## src/rtl/pwm_pkg.sv

```systemverilog
// Shared definitions for the PWM on-time timer: channel state encoding and
// default counter widths used by the timer channels and the multi-channel top.
package pwm_pkg;

   typedef enum logic [1:0] {
      ST_IDLE  = 2'd0,
      ST_BLANK = 2'd1,
      ST_ON    = 2'd2,
      ST_HOLD  = 2'd3
   } ton_state_e;

   localparam int DEF_W  = 21;
   localparam int DEF_BW = 8;

endpackage

```

## src/rtl/ton_channel.sv

```systemverilog
// One on-time timer channel: a set rising edge opens an interval that ends on
// the programmed maximum on-time or on a trip after blanking, emitting a
// one-cycle reset_pwm, then enforces a minimum off-time before re-arming.
module ton_channel
   import pwm_pkg::*;
#(
   parameter int W  = DEF_W,
   parameter int BW = DEF_BW
) (
   input  logic          clk,
   input  logic          rst,
   input  logic          en,
   input  logic          set,
   input  logic          trip,
   input  logic [W-1:0]  ton_time,
   input  logic [BW-1:0] blank_time,
   input  logic [W-1:0]  toff_min,
   output logic          reset_pwm,
   output logic          busy,
   output logic          trip_flag,
   output logic [W-1:0]  ton_meas,
   output logic          meas_valid
);

   ton_state_e    state_q, state_d;
   logic [W-1:0]  cnt_q, cnt_d;
   logic          set_dly_q, set_dly_d;
   logic [W-1:0]  ton_l_q, ton_l_d;
   logic [BW-1:0] blank_l_q, blank_l_d;
   logic [W-1:0]  toff_l_q, toff_l_d;
   logic          reset_pwm_q, reset_pwm_d;
   logic          meas_valid_q, meas_valid_d;
   logic          trip_flag_q, trip_flag_d;
   logic [W-1:0]  ton_meas_q, ton_meas_d;

   logic          set_pos;
   logic          end_to;
   logic          end_tr;
   logic [W-1:0]  blank_last;
   logic [W-1:0]  toff_last;

   assign set_pos    = set & ~set_dly_q;
   assign end_to     = (cnt_q == ton_l_q);
   assign end_tr     = trip & (state_q == ST_ON);
   // Last counter value of the blanking / off-time windows; only compared in
   // states that are entered with a non-zero window, so no underflow matters.
   assign blank_last = W'(blank_l_q) - W'(1);
   assign toff_last  = toff_l_q - W'(1);

   // Next-state, counter, latched-program and output-register logic.
   always_comb begin
      state_d      = state_q;
      cnt_d        = cnt_q;
      set_dly_d    = set;
      ton_l_d      = ton_l_q;
      blank_l_d    = blank_l_q;
      toff_l_d     = toff_l_q;
      reset_pwm_d  = 1'b0;
      meas_valid_d = 1'b0;
      trip_flag_d  = trip_flag_q;
      ton_meas_d   = ton_meas_q;

      unique case (state_q)
         ST_IDLE: begin
            cnt_d = '0;
            if (set_pos && en) begin
               ton_l_d   = ton_time;
               blank_l_d = blank_time;
               toff_l_d  = toff_min;
               state_d   = (blank_time == '0) ? ST_ON : ST_BLANK;
            end
         end

         ST_BLANK, ST_ON: begin
            if (!en) begin
               state_d = ST_IDLE;
               cnt_d   = '0;
            end else if (end_to || end_tr) begin
               reset_pwm_d  = 1'b1;
               meas_valid_d = 1'b1;
               ton_meas_d   = cnt_q;
               trip_flag_d  = end_tr;
               cnt_d        = '0;
               state_d      = (toff_l_q == '0) ? ST_IDLE : ST_HOLD;
            end else begin
               cnt_d = cnt_q + W'(1);
               if (state_q == ST_BLANK && cnt_q == blank_last) begin
                  state_d = ST_ON;
               end
            end
         end

         ST_HOLD: begin
            if (!en || cnt_q == toff_last) begin
               state_d = ST_IDLE;
               cnt_d   = '0;
            end else begin
               cnt_d = cnt_q + W'(1);
            end
         end

         default: begin
            state_d = ST_IDLE;
            cnt_d   = '0;
         end
      endcase
   end

   // Channel state register with synchronous reset.
   always_ff @(posedge clk) begin
      if (rst) begin
         state_q      <= ST_IDLE;
         cnt_q        <= '0;
         set_dly_q    <= 1'b0;
         ton_l_q      <= '0;
         blank_l_q    <= '0;
         toff_l_q     <= '0;
         reset_pwm_q  <= 1'b0;
         meas_valid_q <= 1'b0;
         trip_flag_q  <= 1'b0;
         ton_meas_q   <= '0;
      end else begin
         state_q      <= state_d;
         cnt_q        <= cnt_d;
         set_dly_q    <= set_dly_d;
         ton_l_q      <= ton_l_d;
         blank_l_q    <= blank_l_d;
         toff_l_q     <= toff_l_d;
         reset_pwm_q  <= reset_pwm_d;
         meas_valid_q <= meas_valid_d;
         trip_flag_q  <= trip_flag_d;
         ton_meas_q   <= ton_meas_d;
      end
   end

   assign reset_pwm  = reset_pwm_q;
   assign meas_valid = meas_valid_q;
   assign trip_flag  = trip_flag_q;
   assign ton_meas   = ton_meas_q;
   assign busy       = (state_q != ST_IDLE);

endmodule

```

## src/rtl/ton_multi_timer.sv

```systemverilog
// Multi-channel on-time timer: one independent ton_channel per PWM phase,
// with the packed programming and measurement buses sliced per channel.
module ton_multi_timer
   import pwm_pkg::*;
#(
   parameter int CH = 4,
   parameter int W  = DEF_W,
   parameter int BW = DEF_BW
) (
   input  logic             clk,
   input  logic             rst,
   input  logic [CH-1:0]    en,
   input  logic [CH-1:0]    set,
   input  logic [CH-1:0]    trip,
   input  logic [CH*W-1:0]  ton_time,
   input  logic [CH*BW-1:0] blank_time,
   input  logic [CH*W-1:0]  toff_min,
   output logic [CH-1:0]    reset_pwm,
   output logic [CH-1:0]    busy,
   output logic [CH-1:0]    trip_flag,
   output logic [CH*W-1:0]  ton_meas,
   output logic [CH-1:0]    meas_valid
);

   for (genvar g = 0; g < CH; g++) begin : g_ch
      ton_channel #(
         .W  (W),
         .BW (BW)
      ) u_ch (
         .clk        (clk),
         .rst        (rst),
         .en         (en[g]),
         .set        (set[g]),
         .trip       (trip[g]),
         .ton_time   (ton_time[g*W +: W]),
         .blank_time (blank_time[g*BW +: BW]),
         .toff_min   (toff_min[g*W +: W]),
         .reset_pwm  (reset_pwm[g]),
         .busy       (busy[g]),
         .trip_flag  (trip_flag[g]),
         .ton_meas   (ton_meas[g*W +: W]),
         .meas_valid (meas_valid[g])
      );
   end

endmodule

```

## config.mk

```make
export PLATFORM = sky130hd
export DESIGN_NAME = ton_multi_timer
export DESIGN_NICKNAME = d
export VERILOG_FILES = /design/src/rtl/pwm_pkg.sv /design/src/rtl/ton_channel.sv /design/src/rtl/ton_multi_timer.sv
export SDC_FILE = /design/constraint.sdc
export NUM_CORES = 1
export LEC_CHECK = 0
export BUFFER_PORTS_ARGS = -buffer_cell sky130_fd_sc_hd__buf_2
export CAP_MARGIN = 25
export CELL_PAD_IN_SITES_DETAIL_PLACEMENT = 1
export CELL_PAD_IN_SITES_GLOBAL_PLACEMENT = 1
export CORE_ASPECT_RATIO = 0.6
export CORE_MARGIN = 1
export CORE_UTILIZATION = 40
export CTS_CLUSTER_DIAMETER = 120
export CTS_CLUSTER_SIZE = 24
export DETAILED_ROUTE_END_ITERATION = 10
export PLACE_DENSITY = 0.76
export SETUP_SLACK_MARGIN = 0.3
export SLEW_MARGIN = 20
export SYNTH_ARGS = -nofsm -noshare
export SYNTH_HDL_FRONTEND = slang
export SYNTH_SLANG_ARGS = --single-unit
```

## constraint.sdc

```tcl
create_clock -name clk -period 3.41 [get_ports clk]
set_clock_uncertainty 0.1 [all_clocks]
set_input_delay 0.8525 -clock clk [delete_from_list [all_inputs] [get_ports clk]]
set_output_delay 0.8525 -clock clk [all_outputs]
set_load 0.01 [all_outputs]
```

### Word-level counts from Yosys, hierarchy flattened

Index checks and enable logic that the tools add are counted.

| word-level totals | value |
|---|---|
| memory bits (writable) | 0 |
| latch bits | 0 |
| bits in registers | 388 |
| bits of input ports | 214 |
| memories | 0 |
| ROM bits | 0 |

| operators by class | value |
|---|---|
| div/mod/pow operators | 0 |
| multiplexer cells | 52 |
| reductions and logical operators | 56 |
| shifts and indexed selects | 0 |
| $add $sub $neg | 12 |
| magnitude comparators | 0 |
| bitwise gates (word level) | 20 |
| equality and inequality tests | 36 |
| multipliers | 0 |

Operators with widths:

| kind | number |
|---|---|
| 21-bit equality test | 12 |
| 21-bit two-way mux | 12 |
| 21-bit one-hot mux with 3 select lines | 4 |
| 21-bit by 1-bit adder with 21-bit output, second input constant | 4 |
| 21-bit zero test | 4 |
| 21-bit by 1-bit subtractor with 21-bit output, second input constant | 4 |
| 2-bit two-way mux | 28 |
| 8-bit by 1-bit subtractor with 9-bit output, second input constant | 4 |
| 8-bit zero test | 4 |
| 2-bit one-hot mux with 3 select lines | 4 |
| 3-bit AND reduction | 8 |
| 2-bit equality test, second input constant | 8 |
| 2-bit by 1-bit inequality test with 1-bit output, second input constant | 8 |
| 4-bit by 2-bit inequality test with 1-bit output, second input constant | 4 |
| 1-bit NOT | 12 |
| 3-bit OR reduction | 4 |
| 1-bit AND | 8 |
| 2-bit by 1-bit equality test with 1-bit output, second input constant | 4 |
| 1-bit logical AND | 8 |
| 2-bit zero test | 4 |
| 1-bit logical OR | 8 |
| 2-bit AND reduction | 4 |
| 2-bit nonzero test | 4 |
| 2-bit OR reduction | 4 |
| other kinds (2) | 8 |

### Longest topological paths before layout

Gate-level depths: netlist of the first run.

| logic depth | value |
|---|---|
| depth in word-level cells | 7 |
| depth in mapped cells | 11 |
| gate-level depth less buffers | 10 |

### Cells and area by module

Synthesis of the first run repeated with hierarchy kept, for this count alone.

| second synthesis, totals | value |
|---|---|
| cell total of the unflattened synthesis | 2506 |
| area total of the unflattened synthesis | 20091.8 µm² |

Modules (own cells, without submodules):

| module | cells an instance | instances | seq. area each (µm²) | area an instance (µm²) |
|---|---|---|---|---|
| ton_channel (g_ch[0].u_ch ...) | 615 | 2 | 1941.9 | 4953.5 |
| ton_channel (g_ch[2].u_ch) | 652 | 1 | 1941.9 | 5215.0 |
| ton_channel (g_ch[3].u_ch) | 624 | 1 | 1941.9 | 4969.8 |

### Worst setup path before layout of the first run

Ideal clock, no wire load.

| timing | value |
|---|---|
| kind | register to register |
| start point | reg g_ch[2].u_ch.toff_l_q[0] |
| end point | reg g_ch[2].u_ch.state_q[0] |
| stages on the path, launching flop included | 11 |
| arrival | 2.633 ns |
| library setup time | 0.087 ns |
| slack | 0.589 ns |
| clock period less this slack | 2.821 ns |
| cell sequence | dfxtp_1 inv_1 ha_1 nor3b_2 nand4_1 xnor2_1 a2111o_1 nor4_1 o21ai_1 or4_1 o31ai_1 |

| between the ends | value |
|---|---|
| longest elaborated chain between the ends | 5 |

Ends and longest elaborated chain:

| item | line | source |
|---|---|---|
| start: declaration | ton_channel.sv:30 | `logic [W-1:0] toff_l_q, toff_l_d;` |
| start signal: assignment | ton_channel.sv:128 | `toff_l_q <= toff_l_d;` |
| 21-bit by 1-bit subtractor with 21-bit output or 21-bit zero test (tied branches) | ton_channel.sv:48, ton_channel.sv:84 |  |
| 21-bit equality test or 2-bit two-way mux (tied branches) | ton_channel.sv:94, ton_channel.sv:84 |  |
| 1-bit logical OR or 2-bit two-way mux (tied branches) | ton_channel.sv:94, ton_channel.sv:78 |  |
| 2-bit by 1-bit inequality test with 1-bit output (no source line) or 2-bit two-way mux (tied branches) | - |  |
| 3-bit AND reduction (no source line) or 2-bit one-hot mux with 3 select lines (tied branches) | - |  |
| end signal: assignment | ton_channel.sv:123 | `state_q <= state_d;` |
| end: declaration | ton_channel.sv:25 | `ton_state_e state_q, state_d;` |

Several ways; a longest one is shown, not always the timed one.
A chain may end at the register's enable or synchronous reset.

### Worst setup path after layout of the first run

| timing | value |
|---|---|
| start point | reg g_ch[3].u_ch.toff_l_q[1] |
| end point | reg g_ch[3].u_ch.state_q[0] |

| between the ends | value |
|---|---|
| longest elaborated chain between the ends | 5 |

Ends and longest elaborated chain:

| item | line |
|---|---|
| start: declaration | ton_channel.sv:30 |
| start signal: assignment | ton_channel.sv:128 |
| 21-bit by 1-bit subtractor with 21-bit output or 21-bit zero test (tied branches) | ton_channel.sv:48, ton_channel.sv:84 |
| 21-bit equality test or 2-bit two-way mux (tied branches) | ton_channel.sv:94, ton_channel.sv:84 |
| 1-bit logical OR or 2-bit two-way mux (tied branches) | ton_channel.sv:94, ton_channel.sv:78 |
| 2-bit by 1-bit inequality test with 1-bit output (no source line) or 2-bit two-way mux (tied branches) | - |
| 3-bit AND reduction (no source line) or 2-bit one-hot mux with 3 select lines (tied branches) | - |
| end signal: assignment | ton_channel.sv:123 |
| end: declaration | ton_channel.sv:25 |

Several ways; a longest one is shown, not always the timed one.

==> flow_summary.ini, run 1 <==
[job]
maxCapViolations = 0

[clock_tree]
cts_hold_buf = 0
cts-buffers-inserted = 20
cts_sinks = 388
clockBufferDepth = 3
root_buffer = clkbuf_16
cts.clk_slew.worst_paths_ns = 0.10
worstSkewPairLatency_ns = 0.57
h-tree-depth = 1
tritoncts = done

[timing]
drv_slew = 0
hold_violations = 0
tightest_slew_ns = 0.884
rsz0062_at_grt = true
setup_viol = 0
holdWs_ns = 0.376
fin_crit_ns = 3.13
setup_tns_ns = 0
max_freq_mhz = 320
relSlewSlack = 0.409
fin_crit_sh = 0.918

[drt]
vias = 18454
via_per_inst = 5.46
first_pass_iters = 5
final_antenna_net_count = 0
drt_wl_total_um = 69600
drtIter0Drc = 1002
routedWlPerCell_um = 20.6
drc = 0

[layout]
drive_gt1_frac = 0.196
nets = 2976
final_common_cell = nand2_1
area_growth_pct = 16.2
layout_common_cells = nand2_1, dfxtp_1, buf_2
fill_cells = 6078

[floorplanning]
initial_utilization = 0.405
dieArea_sq_mm = 0.0509
ios = 314
chipWidth_um = 291
num_rows = 63
die_y_um = 175
core_area_sq_mm = 0.0493

[yosys]
async_flop_share = 0
yosys_most_used_dff = dfxtp_1
ys_seq_elements = 388
synthCells = 2493
avgSynthCellArea_sq_um = 8.01
yosysUniqueCellTypes = 79
synth_seq_area_share = 0.389
yosysWarningCount = 0
syn_area_sq_mm = 0.0200
syn_nets = 2743
synth_edf_count = 0

[critical_path]
rrSetupSlack_ns = 0.28
start_kind = register
r2r_start = g_ch[3].u_ch.toff_l_q[1]$_SDFFE_PP0P_
r2r_end = g_ch[3].u_ch.state_q[0]$_SDFFE_PP0P_
critPathMaxFanout = 5
critical_path_class = register to register
crit_path_end_kind = register
worst_ep_arrival_time_ns = 3.51
rr_worst_depth = 11
worstPathRequired_ns = 3.79

[place]
portBuffers = 313
place.gp.congestion = 0.919
hpwl_um = 53100

[min_path]
min_path_type = register to register
min_path_cells = 2
hold_path.startpoint = g_ch[3].u_ch.ton_l_q[6]$_SDFFE_PP0P_
hold_end = g_ch[3].u_ch.ton_l_q[6]$_SDFFE_PP0P_

[global_route]
grt-ovfl-total = 0
antenna_found_initial = 6
grt_pass1_wl_um = 107000
track_usage = 0.263
grt_max_degree = 54
grt_pass1_vias = 18627

[pwr]
vdd_ir_drop_max_mv = 0.386
pwr_density_cell_mw_per_mm2 = 488
p_leak_uw = 0.00941

[status]
status = complete, no violations
-- per-layer routing --
layer | vias to the layer above | wire (um) | GRT usage
met1 | 9142 | 33700 | 0.374
li1 | 8813 | - | -
met5 | - | 0 | 0
met3 | 75 | 3410 | 0.0378
met2 | 424 | 30800 | 0.419
met4 | 0 | 1640 | 0.0622
-- per-stage QoR --
stage          std cells  total power, uW  setup slack (ns)  instance area [sq um]   util
2_1_floorplan       2493             7410             0.589                  20000      -
3_3_place_gp        3346             8350             0.204                  22300  0.452
3_5_place_dp        3346             8470           0.00670                  22300  0.452
4_1_cts             3370            11200             0.297                  22900  0.465
5_1_grt             3378            11900             0.179                  23200  0.470
6_report            3381            11300             0.281                  23200  0.470
-- registers in the layout, summed over array words and instances, names as in the netlist --
name                 flops
g_ch.u_ch.blank_l_q     32
g_ch.u_ch.cnt_q         84
g_ch.u_ch.reset_pwm      4
g_ch.u_ch.set_dly_q      4
g_ch.u_ch.state_q        8
g_ch.u_ch.toff_l_q      84
g_ch.u_ch.ton_l_q       84
g_ch.u_ch.ton_meas      84
g_ch.u_ch.trip_flag      4
-- cell usage after synthesis (all sizes together), types with 14 or more instances --
cell    instances  area share
buf            47       0.015
nor4           67       0.025
ha             36       0.023
o21ai          16      0.0040
nand2         473       0.089
and3           22      0.0069
nor3           48       0.013
dfxtp         388        0.39
mux2i          86       0.043
nand4          49       0.015
inv            49      0.0092
xnor2         143       0.063
a21oi         228       0.057
xor2          167       0.073
nor2b          15      0.0047
clkbuf        165       0.031
nand3          52       0.013
and2           14      0.0044
nor2          241       0.045
or4            20      0.0079
-- cell type report --
type | count | area, sq um | area share
timing repair buffer | 422 | 2470 | 0.106
sequential | 388 | 7790 | 0.335
tap | 650 | 813 | 0.0350
antenna | 5 | 12.5 | 0.000539
clock buffer | 21 | 526 | 0.0226
inverter | 49 | 184 | 0.00792
multi-input combinational | 1845 | 11400 | 0.491
clock inverter | 1 | 20.0 | 0.000863
-- power by group --
group | leakage (uW) | internal (uW) | switching (uW)
clock network | 0.000269 | 1120 | 1590
registers | 0.00315 | 4780 | 316
logic | 0.00599 | 1460 | 2050
-- worst max-delay path: stages, from the launching register on --
cell	delay [ns]
dfxtp_2	0.37
inv_1	0.09
ha_1	0.20
nor3b_4	0.31
nand2_1	0.15
a2111oi_2	0.38
buf_4	0.18
nand3_1	0.07
nor4_2	0.36
a41oi_2	0.19
or4_1	0.55
o31ai_1	0.09
-- logic make-up (layout without fill, tap and decap cells) --
group | count (synthesis) | after routing | synth area share
AND/OR/NAND/NOR | 1064 | 1064 | 0.249
buffers and inverters | 261 | 493 | 0.0549
other | 0 | 5 | 0
multiplexers | 87 | 87 | 0.0437
AO/OA/AOI/OAI | 345 | 346 | 0.103
adder cells (fa/ha/maj) | 36 | 36 | 0.0225
XOR/XNOR | 312 | 312 | 0.138
flip-flops | 388 | 388 | 0.389
-- worst max path at each step --
stage / from / end / cells after the start
5_1_grt: g_ch[3].u_ch.toff_l_q[1]$_SDFFE_PP0P_ / g_ch[3].u_ch.state_q[0]$_SDFFE_PP0P_ / 11
4_1_cts: g_ch[3].u_ch.toff_l_q[1]$_SDFFE_PP0P_ / g_ch[3].u_ch.state_q[0]$_SDFFE_PP0P_ / 11
3_5_place_dp: g_ch[3].u_ch.toff_l_q[1]$_SDFFE_PP0P_ / g_ch[3].u_ch.state_q[0]$_SDFFE_PP0P_ / 11
6_report: g_ch[3].u_ch.toff_l_q[1]$_SDFFE_PP0P_ / g_ch[3].u_ch.state_q[0]$_SDFFE_PP0P_ / 11
3_3_place_gp: g_ch[3].u_ch.toff_l_q[1]$_SDFFE_PP0P_ / g_ch[3].u_ch.state_q[0]$_SDFFE_PP0P_ / 11
2_1_floorplan: g_ch[2].u_ch.toff_l_q[0]$_SDFFE_PP0P_ / g_ch[2].u_ch.state_q[0]$_SDFFE_PP0P_ / 10
-- what timing repair did --
action                     in CTS  in global routing
cloned                          0                  1
setup buffers                   2                  5
gates resized for setup         7                 50
setup endpoints to repair      69                124
pin swaps                       1                 11
(Power assumes the default switching activity.)
==> run 2: changes to the inputs <==
==> constraint.sdc (replaced) <==
create_clock -name clk -period 3.41 [get_ports clk]
set_clock_uncertainty 0.1 [all_clocks]
set_input_delay 0.682 -clock clk [delete_from_list [all_inputs] [get_ports clk]]
set_output_delay 0.682 -clock clk [all_outputs]
set_load 0.01 [all_outputs]
==> run 2 against run 1 <==
Count of clock-buffer cells in the layout did not move. Sequential cell count did not move. Non-clock buffer count fell by 1. Cell area fell by 0.12%. Largest power group unchanged. Highest routed layer is now met5. Largest cell class unchanged.
==> flow_summary.ini, run 2 (synthesized netlist as in run 1, its figures left out) <==
[status]
status = complete, no violations

[pwr]
vdd_ir_drop_max_mv = 0.289
clock_power_share = 0.239
finalPower_uw = 11300
p_comb_frac = 0.309
swShare = 0.349
power.net_switching_uw = 3940
p_int_uw = 7350
p_leak_uw = 0.00938
p_seq_frac = 0.451
pwr_density_cell_mw_per_mm2 = 487

[global_route]
grt-ovfl-total = 0
grt_pass1_wl_um = 107000
track_usage = 0.262
antenna_found_initial = 9
grt_max_degree = 68
grt_pass1_vias = 18970

[timing]
hold_violations = 0
setup_viol = 0
relSlewSlack = 0.419
tightest_slew_ns = 0.870
fin_crit_sh = 0.893
drv_slew = 0
setup_tns_ns = 0
fin_crit_ns = 3.04
max_freq_mhz = 329
rsz0062_at_grt = true

[critical_path]
critical-path-max-stage-delay_ns = 0.54
rrSetupSlack_ns = 0.37
r2r_start = g_ch[3].u_ch.toff_l_q[0]$_SDFFE_PP0P_
crit_slowest_cell = or4_1
crit_path_end_kind = register
worstPathBufferInverterCount = 1
crit_family = simple AND/OR/NAND/NOR gates
worstPathCellList = inv_1, ha_1, or3b_2, a221oi_2, o2111ai_2, nor4_2, a41oi_1, or4_1, o31ai_1
critPathMaxFanout = 6
worst_ep_arrival_time_ns = 3.42
rr_worst_depth = 9
start_kind = register
r2r_end = g_ch[3].u_ch.state_q[0]$_SDFFE_PP0P_
critical_path_class = register to register
cp.depth = 9
worstPathRequired_ns = 3.79

[clock_tree]
cts_hold_buf = 0
root_buffer = clkbuf_16
clockBufferDepth = 3
cts.clk_slew.worst_paths_ns = 0.10
worstSkewPairLatency_ns = 0.56
cts-buffers-inserted = 20
h-tree-depth = 1
tritoncts = done
cts_sinks = 388

[layout]
drive_gt1_frac = 0.190
area_growth_pct = 16.0
layout_common_cells = nand2_1, dfxtp_1, buf_2
utilization = 0.470
final_common_cell = nand2_1
nets = 2977

[drt]
final_antenna_net_count = 0
routedWlPerCell_um = 20.6
drc = 0
via_per_inst = 5.50
drt_wl_total_um = 69500
first_pass_iters = 5
vias = 18602
drtIter0Drc = 1068

[place]
place.gp.congestion = 0.919
hpwl_um = 53100
portBuffers = 313

[min_path]
min_path_type = primary input to register
min_path_cells = 2
hold_path.startpoint = set[1]
hold_end = g_ch[1].u_ch.set_dly_q$_SDFF_PP0_

[floorplanning]
initial_utilization = 0.405
ios = 314
num_rows = 63
chipWidth_um = 291
core_area_sq_mm = 0.0493
dieArea_sq_mm = 0.0509
die_y_um = 175

[job]
maxCapViolations = 0
==> run 2: layout make-up <==
class / count / area, sq um
repair buffers: 421 / 2480
clock buffers: 21 / 526
well taps: 650 / 813
inverters: 49 / 184
fillers: 6043 / 26200
multi-input cells: 1847 / 11400
flip-flops and latches: 388 / 7780
clock inverters: 1 / 20.0
diodes: 4 / 10.0
==> run 2: worst max-delay path by stage <==
stage,startpoint,end,slack (ns)
floorplan,g_ch[2].u_ch.toff_l_q[0]$_SDFFE_PP0P_,g_ch[2].u_ch.state_q[0]$_SDFFE_PP0P_,0.59
global placement,g_ch[3].u_ch.toff_l_q[0]$_SDFFE_PP0P_,g_ch[3].u_ch.state_q[0]$_SDFFE_PP0P_,0.13
detailed placement,g_ch[3].u_ch.toff_l_q[0]$_SDFFE_PP0P_,g_ch[3].u_ch.state_q[0]$_SDFFE_PP0P_,0.07
CTS,g_ch[3].u_ch.toff_l_q[0]$_SDFFE_PP0P_,g_ch[3].u_ch.state_q[0]$_SDFFE_PP0P_,0.30
global route,g_ch[3].u_ch.toff_l_q[0]$_SDFFE_PP0P_,g_ch[3].u_ch.state_q[0]$_SDFFE_PP0P_,0.20
finish,g_ch[3].u_ch.toff_l_q[0]$_SDFFE_PP0P_,g_ch[3].u_ch.state_q[0]$_SDFFE_PP0P_,0.37
==> run 2: through the flow <==
step | std cells | cell area (sq um) | setup slack, ns | hold WS (ns)
final | 3381 | 23200 | 0.366 | 0.253
after global routing | 3380 | 23200 | 0.203 | 0.234
after CTS | 3365 | 22900 | 0.302 | 0.222
after detailed placement | 3342 | 22300 | 0.0677 | 0.362
after global placement | 3342 | 22300 | 0.129 | 0.357
after floorplan | 2493 | 20000 | 0.589 | 0.348
==> run 2: layer usage <==
layer  GRT usage  wire length, um
met5           0               10
met4      0.0668             1800
met3      0.0282             3180
met2       0.420            31100
met1       0.375            33400
==> run 2: what timing repair did <==
item / CTS / global route
resized for setup: 11 / 34
pin swaps: 0 / 11
cloned: 0 / 4
setup buffers: 1 / 7
hold endpoints to repair: 0 / 0
endpoints found under the setup margin: 87 / 111
==> run 2: power by group through the flow <==
stage / logic [uW] / clock network, uW / registers (uW)
after global placement: 3170 / 0 / 5170
after detailed placement: 3270 / 0 / 5190
final: 3490 / 2700 / 5090
after global routing: 3790 / 2930 / 5130
after CTS: 3320 / 2790 / 5080
after floorplan: 2350 / 0 / 5060
==> run 2: worst register-to-register path: cells and delay by family, from the launching register on <==
kind,cells,cell delay (ns)
compound gates,4,0.82
simple gates,3,1.41
fa+ha+maj,1,0.19
flops,1,0.37
buf+inv,1,0.09
==> run 3: changes to the inputs <==
--- a/config.mk
+++ b/config.mk
@@ -9,7 +9,7 @@
 export CAP_MARGIN = 25
 export CELL_PAD_IN_SITES_DETAIL_PLACEMENT = 1
 export CELL_PAD_IN_SITES_GLOBAL_PLACEMENT = 1
-export CORE_ASPECT_RATIO = 0.6
+export CORE_ASPECT_RATIO = 1.5
 export CORE_MARGIN = 1
 export CORE_UTILIZATION = 40
 export CTS_CLUSTER_DIAMETER = 120
==> run 3 against run 2 <==
Global-route usage down 1.2 points. Via count down 3.2%. Sequential share of layout area up 0.16 points. Count of clock-buffer cells in the layout unchanged. Total power down 1.1%. Setup slack better by 0.012 ns. Sequential power about the same. Worst hold slack worse by 0.0032 ns.
==> flow_summary.ini, run 3 (synthesized netlist as in run 1, its figures left out) <==
[timing]
hold_violations = 0
fin_crit_sh = 0.889
tightest_slew_ns = 0.692
setup_tns_ns = 0
drv_slew = 0
setup_viol = 0
fin_crit_ns = 3.03
fin_ws_ns = 0.378
rsz0062_at_grt = true
max_freq_mhz = 330
holdWs_ns = 0.250
relSlewSlack = 0.535

[floorplanning]
dieArea_sq_mm = 0.0509
die_y_um = 276
num_rows = 99
ios = 314
core_area_sq_mm = 0.0489
chipWidth_um = 184
initial_utilization = 0.408

[min_path]
min_path_type = primary input to register
hold_end = g_ch[3].u_ch.set_dly_q$_SDFF_PP0_
hold_path.startpoint = set[3]
min_path_cells = 2

[place]
place_area_sq_mm = 0.0222
place.gp.congestion = 0.920
portBuffers = 313
hpwl_um = 49300
pre_cts_slack_ns = 0.0146
place_inst = 3339

[drt]
first_pass_iters = 5
drt_wl_total_um = 65000
drtIter0Drc = 746
final_antenna_net_count = 0
drt-met1-wl_um = 26400
drc = 0
wl_met3_um = 2340
top_layer = met4
vias = 18001
routedWlPerCell_um = 19.3
via_per_inst = 5.34
wl_met2_um = 34500

[layout]
seqCellArea_sq_mm = 0.00777
stdcell_count = 3370
design_area_sq_mm = 0.0230
multiInputGateArea_sq_mm = 0.0114
nets = 2964
n_antenna_cell = 0
area_growth_pct = 15.4
drive_gt1_frac = 0.187
fill_cells = 6041
final_common_cell = nand2_1
layout_common_cells = nand2_1, dfxtp_1, buf_2

[critical_path]
worst_ep_arrival_time_ns = 3.39
r2r_start = g_ch[2].u_ch.toff_l_q[1]$_SDFFE_PP0P_
critPathMaxFanout = 5
worstPathRequired_ns = 3.76
rrSetupSlack_ns = 0.38
critical_path_class = register to register
rr_worst_depth = 10
start_kind = register
r2r_end = g_ch[2].u_ch.state_q[0]$_SDFFE_PP0P_
crit_path_end_kind = register

[clock_tree]
cts-buffers-inserted = 20
cts_sinks = 388
worstSkewPairLatency_ns = 0.56
clockBufferDepth = 3
tritoncts = done
cts_hold_buf = 0
h-tree-depth = 1
root_buffer = clkbuf_16
cts.clk_slew.worst_paths_ns = 0.10

[pwr]
vdd_ir_drop_max_mv = 0.358
pwr_density_cell_mw_per_mm2 = 484
p_leak_uw = 0.00931

[status]
status = complete, no violations

[global_route]
grt-ovfl-total = 0
grt_pass1_vias = 18709
antenna_found_initial = 0
grt_max_degree = 109
grt_pass1_wl_um = 101000
track_usage = 0.250

[job]
maxCapViolations = 0
run 3: cell types whose count changed in the layout (fill, tap and decap cells not counted), sizes merged:
cell / previous run / this run
a211o: 8 / 6
diode: 4 / 0
buf: 420 / 410
clkbuf: 22 / 21
run 3: worst max-delay path by stage:
stage,slack [ns],cells past startpoint,endpoint,from
after floorplan,0.59,10,g_ch[2].u_ch.state_q[0]$_SDFFE_PP0P_,g_ch[2].u_ch.toff_l_q[0]$_SDFFE_PP0P_
after global placement,0.17,10,g_ch[3].u_ch.state_q[0]$_SDFFE_PP0P_,g_ch[3].u_ch.toff_l_q[0]$_SDFFE_PP0P_
after detailed placement,0.01,10,g_ch[3].u_ch.state_q[0]$_SDFFE_PP0P_,g_ch[3].u_ch.toff_l_q[0]$_SDFFE_PP0P_
after CTS,0.19,9,g_ch[3].u_ch.state_q[0]$_SDFFE_PP0P_,g_ch[3].u_ch.toff_l_q[0]$_SDFFE_PP0P_
after global routing,0.21,8,g_ch[2].u_ch.state_q[0]$_SDFFE_PP0P_,g_ch[2].u_ch.toff_l_q[2]$_SDFFE_PP0P_
final,0.38,10,g_ch[2].u_ch.state_q[0]$_SDFFE_PP0P_,g_ch[2].u_ch.toff_l_q[1]$_SDFFE_PP0P_
run 3: cell type report:
class	instances	share of cell area
multi-input cells	1845	0.493
flip-flops and latches	388	0.337
repair buffers	410	0.102
well taps	656	0.0356
clock buffers	21	0.0228
inverters	49	0.00798
clock inverters	1	0.000869
run 3: repair_timing:
action	4_1_cts	5_1_grt
gates resized for setup	10	34
setup buffers	4	4
endpoints found under the setup margin	86	111
pin swaps	2	13
gates cloned	1	0
run 3: stage by stage:
stage                     utilization  power, uW
after CTS                       0.467      11200
after floorplan                     -       7410
after detailed placement        0.454       8380
after global placement          0.454       8250
final                           0.471      11200
after global routing            0.471      11800
run 3: power breakdown:
part           switching [uW]  internal (uW)
registers                 305           4780
logic                    1960           1430
clock network            1570           1120
total                    3830           7330
run 3: metal layers:
layer | track usage | up-vias
met4 | 0.0787 | 0
met5 | 0 | -
met3 | 0.0249 | 104
met1 | 0.290 | 8747
li1 | - | 8774
met2 | 0.475 | 376
run 3: worst max-delay path: stages (launching register included):
cell	delay, ns
dfxtp_1	0.37
inv_1	0.10
ha_2	0.21
nor3b_4	0.20
nand4_1	0.23
nor4_2	0.42
o2111ai_2	0.20
nor4_4	0.35
o21ai_2	0.12
or4_1	0.53
o31ai_1	0.10
